<file path="config.mk">
export PLATFORM = sky130hd
export DESIGN_NAME = wordle_game_ctrl
export DESIGN_NICKNAME = d
export VERILOG_FILES = /design/src/rtl/wordle_pkg.sv /design/src/rtl/wordle_scorer.sv /design/src/rtl/wordle_game_ctrl.sv
export SDC_FILE = /design/constraint.sdc
export NUM_CORES = 1
export LEC_CHECK = 0
export ABC_AREA = 1
export BUFFER_PORTS_ARGS = -buffer_cell sky130_fd_sc_hd__buf_2
export CAP_MARGIN = 20
export CORE_ASPECT_RATIO = 0.8
export CORE_MARGIN = 1
export CORE_UTILIZATION = 38
export CTS_CLUSTER_DIAMETER = 30
export DETAILED_ROUTE_END_ITERATION = 10
export HOLD_SLACK_MARGIN = 0.08
export MAX_ROUTING_LAYER = met4
export PLACE_DENSITY_LB_ADDON = 0.08
export SLEW_MARGIN = 20
export SYNTH_ARGS = -nofsm -noshare
export SYNTH_HDL_FRONTEND = slang
export SYNTH_SLANG_ARGS = --single-unit
</file>
<file path="constraint.sdc">
create_clock -name Clk -period 2.7 [get_ports Clk]
set_clock_uncertainty 0.1 [all_clocks]
set_input_delay 0.27 -clock Clk [delete_from_list [all_inputs] [get_ports Clk]]
set_output_delay 0.27 -clock Clk [all_outputs]
set_load 0.01 [all_outputs]
</file>
<file path="src/rtl/wordle_pkg.sv">
//==============================================================================
// Module      : wordle_pkg
// Description : Shared constants, score codes and FSM state type for the
//               Wordle game controller.
// Revision    : 1.0 - initial release
//==============================================================================
`default_nettype none

package wordle_pkg;

    localparam int          LW       = 5;
    localparam int unsigned LETTER_A = 0;
    localparam int unsigned LETTER_Z = 25;

    localparam logic [1:0] SC_GRAY   = 2'b00;
    localparam logic [1:0] SC_YELLOW = 2'b01;
    localparam logic [1:0] SC_GREEN  = 2'b10;

    typedef enum logic [2:0] {
        ST_IDLE    = 3'd0,
        ST_ENTRY   = 3'd1,
        ST_SCORE_G = 3'd2,
        ST_SCORE_Y = 3'd3,
        ST_RESULT  = 3'd4,
        ST_DONE    = 3'd5
    } state_t;

endpackage

`default_nettype wire

</file>
<file path="src/rtl/wordle_scorer.sv">
//==============================================================================
// Module      : wordle_scorer
// Description : Two-pass (green then yellow) guess scorer, one position per
//               cycle, with per-target-position availability flags.
// Revision    : 1.0 - initial release
//==============================================================================
`default_nettype none

module wordle_scorer #(
    parameter int  WORD_LEN = 5,
    parameter int  LW       = 5,
    localparam int IW       = $clog2(WORD_LEN)
) (
    input  logic                     clk,
    input  logic                     reset_n,
    input  logic                     start,
    input  logic                     phase_g,
    input  logic                     phase_y,
    input  logic [WORD_LEN*LW-1:0]   guess,
    input  logic [WORD_LEN*LW-1:0]   target,
    output logic                     last,
    output logic [2*WORD_LEN-1:0]    score_nxt
);

    import wordle_pkg::*;

    logic [IW-1:0]       idx;
    logic [WORD_LEN-1:0] avail;
    logic [WORD_LEN-1:0] avail_nxt;
    logic [1:0]          work     [WORD_LEN];
    logic [1:0]          work_nxt [WORD_LEN];
    logic [LW-1:0]       g_arr    [WORD_LEN];
    logic [LW-1:0]       t_arr    [WORD_LEN];
    logic [LW-1:0]       cur_g;
    logic                found;
    logic [IW-1:0]       hit_j;

    for (genvar i = 0; i < WORD_LEN; i++) begin : g_unpack
        assign g_arr[i]              = guess[i*LW +: LW];
        assign t_arr[i]              = target[i*LW +: LW];
        assign score_nxt[2*i +: 2]   = work_nxt[i];
    end

    assign last  = (idx == IW'(WORD_LEN - 1));
    assign cur_g = g_arr[idx];

    // Descending scan so the lowest matching available position wins.
    always_comb begin
        found = 1'b0;
        hit_j = '0;
        for (int j = WORD_LEN - 1; j >= 0; j--) begin
            if (avail[j] && (t_arr[j] == cur_g)) begin
                found = 1'b1;
                hit_j = IW'(j);
            end
        end
    end

    always_comb begin
        work_nxt  = work;
        avail_nxt = avail;
        if (phase_g) begin
            if (cur_g == t_arr[idx]) begin
                work_nxt[idx]  = SC_GREEN;
                avail_nxt[idx] = 1'b0;
            end else begin
                work_nxt[idx]  = SC_GRAY;
            end
        end else if (phase_y) begin
            if ((work[idx] != SC_GREEN) && found) begin
                work_nxt[idx]    = SC_YELLOW;
                avail_nxt[hit_j] = 1'b0;
            end
        end
    end

    always_ff @(posedge clk or negedge reset_n) begin
        if (!reset_n) begin
            idx   <= '0;
            avail <= '0;
            for (int i = 0; i < WORD_LEN; i++) work[i] <= SC_GRAY;
        end else if (start) begin
            idx   <= '0;
            avail <= '1;
            for (int i = 0; i < WORD_LEN; i++) work[i] <= SC_GRAY;
        end else if (phase_g || phase_y) begin
            idx   <= last ? '0 : idx + 1'b1;
            avail <= avail_nxt;
            work  <= work_nxt;
        end
    end

endmodule

`default_nettype wire

</file>
<file path="src/rtl/wordle_game_ctrl.sv">
//==============================================================================
// Module      : wordle_game_ctrl
// Description : Parametrised Wordle game controller: letter entry buffer,
//               guess scoring sequencer and win/lose tracking.
// Revision    : 1.0 - initial release
//==============================================================================
`default_nettype none

module wordle_game_ctrl #(
    parameter int  WORD_LEN    = 5,
    parameter int  MAX_GUESSES = 6,
    parameter int  LW          = wordle_pkg::LW,
    localparam int CW          = $clog2(WORD_LEN + 1),
    localparam int GW          = $clog2(MAX_GUESSES + 1)
) (
    input  logic                     Clk,
    input  logic                     reset_n,
    input  logic                     start,
    input  logic [WORD_LEN*LW-1:0]   target_word,
    input  logic                     letter_valid,
    input  logic [LW-1:0]            letter,
    input  logic                     backspace,
    input  logic                     submit,
    output logic [WORD_LEN*LW-1:0]   guess_word,
    output logic [CW-1:0]            cursor,
    output logic [GW-1:0]            guess_num,
    output logic [2*WORD_LEN-1:0]    score,
    output logic                     score_valid,
    output logic                     busy,
    output logic                     win,
    output logic                     lose,
    output logic [2:0]               state
);

    import wordle_pkg::*;

    state_t                  st;
    state_t                  st_nxt;
    logic [WORD_LEN*LW-1:0]  target;
    logic [2*WORD_LEN-1:0]   sc_score_nxt;
    logic                    sc_start;
    logic                    sc_last;
    logic                    entry_full;
    logic                    letter_ok;
    logic                    start_ok;
    logic                    all_green;
    logic                    final_guess;

    assign entry_full  = (cursor == CW'(WORD_LEN));
    assign letter_ok   = (32'(letter) <= LETTER_Z);
    assign sc_start    = (st == ST_ENTRY) && submit && entry_full;
    assign start_ok    = start && ((st == ST_IDLE) || (st == ST_DONE));
    assign final_guess = (guess_num == GW'(MAX_GUESSES - 1));
    assign busy        = (st == ST_SCORE_G) || (st == ST_SCORE_Y) || (st == ST_RESULT);
    assign state       = st;

    always_comb begin
        all_green = 1'b1;
        for (int i = 0; i < WORD_LEN; i++) begin
            if (score[2*i +: 2] != SC_GREEN) all_green = 1'b0;
        end
    end

    wordle_scorer #(
        .WORD_LEN (WORD_LEN),
        .LW       (LW)
    ) u_scorer (
        .clk       (Clk),
        .reset_n   (reset_n),
        .start     (sc_start),
        .phase_g   (st == ST_SCORE_G),
        .phase_y   (st == ST_SCORE_Y),
        .guess     (guess_word),
        .target    (target),
        .last      (sc_last),
        .score_nxt (sc_score_nxt)
    );

    always_ff @(posedge Clk or negedge reset_n) begin
        if (!reset_n) st <= ST_IDLE;
        else          st <= st_nxt;
    end

    always_comb begin
        st_nxt = st;
        case (st)
            ST_IDLE:    if (start) st_nxt = ST_ENTRY;
            ST_ENTRY:   if (sc_start) st_nxt = ST_SCORE_G;
            ST_SCORE_G: if (sc_last) st_nxt = ST_SCORE_Y;
            ST_SCORE_Y: if (sc_last) st_nxt = ST_RESULT;
            ST_RESULT:  st_nxt = (all_green || final_guess) ? ST_DONE : ST_ENTRY;
            ST_DONE:    if (start) st_nxt = ST_ENTRY;
            default:    st_nxt = ST_IDLE;
        endcase
    end

    always_ff @(posedge Clk or negedge reset_n) begin
        if (!reset_n) begin
            guess_word  <= '0;
            target      <= '0;
            cursor      <= '0;
            guess_num   <= '0;
            score       <= '0;
            score_valid <= 1'b0;
            win         <= 1'b0;
            lose        <= 1'b0;
        end else begin
            // Final yellow step lands in score on the edge that enters RESULT.
            score_valid <= (st == ST_SCORE_Y) && sc_last;
            if (start_ok) begin
                target    <= target_word;
                cursor    <= '0;
                guess_num <= '0;
                score     <= '0;
                win       <= 1'b0;
                lose      <= 1'b0;
            end
            case (st)
                ST_ENTRY: begin
                    if (submit) begin
                        // accepted or not, submit blocks lower-priority actions
                    end else if (backspace) begin
                        if (cursor != '0) cursor <= cursor - 1'b1;
                    end else if (letter_valid && !entry_full && letter_ok) begin
                        for (int i = 0; i < WORD_LEN; i++) begin
                            if (cursor == CW'(i)) guess_word[i*LW +: LW] <= letter;
                        end
                        cursor <= cursor + 1'b1;
                    end
                end
                ST_SCORE_Y: begin
                    if (sc_last) score <= sc_score_nxt;
                end
                ST_RESULT: begin
                    guess_num <= guess_num + 1'b1;
                    if (all_green)        win    <= 1'b1;
                    else if (final_guess) lose   <= 1'b1;
                    else                  cursor <= '0;
                end
                default: ;
            endcase
        end
    end

endmodule

`default_nettype wire
</file>
==> impl_metrics.csv <==
group,metric,value,unit
sta,finalHoldViolations,0,
routing,totalWireLength,15.8,mm
power,power.density,1030,nW/µm²
cts,ctsHtreeMaxLevel,3,
yosys,synthesis.nets,763,
cts,numClockSinks,90,
critical_path,cp.required,2900,ps
finish,diodes,0,
routing,routedWlPerCell,15.5,µm
sta,fmax,399,MHz
finish,syn2layout_area_growth,22.6,%
global_route,grt_max_degree,53,
critical_path,cp_data_arrival_time,2710,ps
power,leakage,3.46,nW
cts,cts_root_buf,"clkbuf_16",
cts,tritoncts,"yes",
place,place.gp.congestion,0.935,
sta,setup_violations,0,
finish,nets,882,
place,hpwl,12.0,mm
floorplanning,die-height,110,µm
yosys,synth_edf_count,0,
sta,post-route-period-util,92.9,%
critical_path,crit_type,"register to register",
yosys,ys_seq_elements,90,
sta,fin_crit,2510,ps
worst_hold_path,hold_class,"primary input to register",
yosys,synth-warning-count,0,
sta,tns,0,ps
job,maxCapViolCount,0,
floorplanning,start_util,39.8,%
yosys,seq_area_frac_synth,40.9,%
global_route,grt_pass1_vias,5133,
routing,first_pass_iters,4,
cts,cts_buffer_depth,2,
floorplanning,rows,38,
critical_path,critPathCaptureType,"register",
global_route,grt_overflow,0,
sta,relSlewSlack,63.1,%
cts,clock_latency,360,ps
sta,rsz0062_at_grt,"no",
yosys,synth_cell_types,45,
finish,utilization,48.8,%
sta,tightest_slew,553,ps
finish,layout-drive-gt1-share,22.1,%
routing,vias,5106,
routing,drc,0,
global_route,grt.total_usage,23.5,%
yosys,synth_cells,717,
critical_path,crit_fanout,8,
power,p_total,6.92,mW
global_route,grt_pass1_wl,26.0,mm
floorplanning,core_area,13800,µm²
routing,drt_iter0_drc,324,
cts,path_clk_slew,80,ps
sta,final_max_slew_viol_count,0,
floorplanning,die-area,15000,µm²
routing,via_per_inst,5.00,
outcome,status,"finished clean",
floorplanning,fp.dieW,137,µm
power,ir_worst_vdd,0.000439,V
yosys,syn-mean-instance-area,7.68,µm²
routing,antenna_left,0,
global_route,antenna_found_initial,0,
yosys,netlist_area,5500,µm²
yosys,synthFlopType,"dfrtp_1",
cts,cts_made_buffers,9,
place,io_buffer_count,83,
critical_path,startpoint_type,"register",
yosys,ys_async_sr_fraction,100,%
floorplanning,io_pins,84,
[sequential cells by signal (all words and copies together) (netlist names), 3 cells and up]
register,cells
guess_num,3
state,3
target,25
cursor,3
score,10
u_scorer.work,10
u_scorer.idx,3
u_scorer.avail,5
guess_word,25
[worst paths after layout]
| path | from | endpoint | slack (ps) | cells past startpoint |
|---|---|---|---|---|
| worst max-delay path | u_scorer.idx[1] | u_scorer.avail[0] | 190 | 14 |
| worst min-delay path | letter[1] | guess_word[1] | 150 | 3 |
| worst max register to register | u_scorer.idx[1] | u_scorer.avail[0] | 190 | 14 |
| worst min register to register | lose | lose | 380 | 2 |
| max in group asynchronous | reset_n | u_scorer.idx[1] | 1480 | 3 |
| min in group asynchronous | reset_n | target[13] | 320 | 2 |
[placed cells by master (no fill, tap or decap), types with 3 or more instances in the layout]
master         netlist  routed
a21boi_0             3       3
nand4_1             10      10
o211ai_1             5       5
nand3_2             11      11
nand2_2              8      10
nor2_1              56      54
nor2_8               4       4
o21ai_0             79      78
nor3_1               4       4
nor2_2               6       8
inv_6                0       3
nor2_4               6       6
buf_2                0      82
ha_1                10      10
a21oi_1             19      19
nand2_4              4       4
nand3_4              4       4
nand2_1            209     207
buf_4                0      13
nand3_1             37      37
dfrtp_1             90      88
inv_1               82      82
o21ai_1              7       8
clkbuf_16            0       9
xor2_1               6       6
inv_2                9       8
dlygate4sd3_1        0      26
o22ai_1              7       7
inv_4                2       3
o21ai_4              1       3
[cell families (layout without fill, tap and decap cells)]
| family | count (synthesis) | in the layout | synth area share (%) |
|---|---|---|---|
| AOI/OAI and AO/OA | 133 | 133 | 13.8 |
| xor gates and xnor gates | 10 | 10 | 1.86 |
| adders and majority gates | 10 | 10 | 2.27 |
| buffers and inverters | 107 | 231 | 8.14 |
| DFF | 90 | 90 | 40.9 |
| and+or+nand+nor | 367 | 367 | 33.1 |
[power breakdown]
part | leakage [nW] | switching (mW) | internal (mW)
clock | 0.142 | 0.619 | 0.651
sequential | 1.18 | 0.451 | 1.78
combinational | 2.14 | 2.25 | 1.17
total | 3.46 | 3.32 | 3.60
[critical path, stage by stage (launching register included)]
cell and delay [ps]:
dfrtp_2 470, buf_4 200, nand3_2 110, buf_4 150
inv_1 110, a21oi_1 150, o2111ai_1 160, xnor2_1 190
nor2_2 170, nand3_1 110, nand2_1 80, inv_1 100
a21oi_4 210, nand2_1 80, nand2_1 50
[synth_stat cells, drive strengths merged, types with 2 or more instances]
library cell	instances	area share, %
nand2	221	16
inv	93	6.4
dfrtp	90	41
o21ai	89	8.4
nor2	72	7.2
nand3	52	6.6
a21oi	21	2.2
nand4	14	2.4
ha	10	2.3
clkbuf	9	0.61
xor2	8	1.5
o22ai	7	0.80
buf	5	1.1
nor3	5	0.55
o211ai	5	0.68
a21boi	3	0.41
a221oi	2	0.32
and3	2	0.23
xnor2	2	0.32
[timing repair]
item,in CTS,in global routing
setup endpoints to repair,0,17
hold endpoints to repair,63,0
setup buffers,0,1
hold buffers,26,0
gates resized for setup,0,9
[per-layer routing]
| metal | share of wire [%] | vias to the layer above | track usage, % |
|---|---|---|---|
| li1 | - | 2569 | - |
| met1 | 50 | 2377 | 31.3 |
| met4 | 1.6 | 0 | 7.14 |
| met2 | 44 | 141 | 36.7 |
| met5 | 0 | - | - |
| met3 | 4.6 | 19 | 4.15 |
[area by class of cell]
type                       count  area [µm²]
clock buffer                   9         225
inverter                      93         357
clock inverter                 7        70.1
timing repair buffer         122         788
fill                        1389        7090
sequential                    90        2250
multi-input combinational    520        2830
tap                          180         225
[metrics by stage]
stage | hold slack (ps) | cell area [µm²] | instances | setup WS (ps)
global route | 185 | 6750 | 1021 | 9.56
CTS | 149 | 6710 | 1020 | 102
global placement | 177 | 6160 | 978 | 109
floorplan | -126 | 5500 | 717 | 505
detailed placement | 188 | 6160 | 978 | 101
finish | 155 | 6750 | 1021 | 193
(Power assumes the default switching activity.)
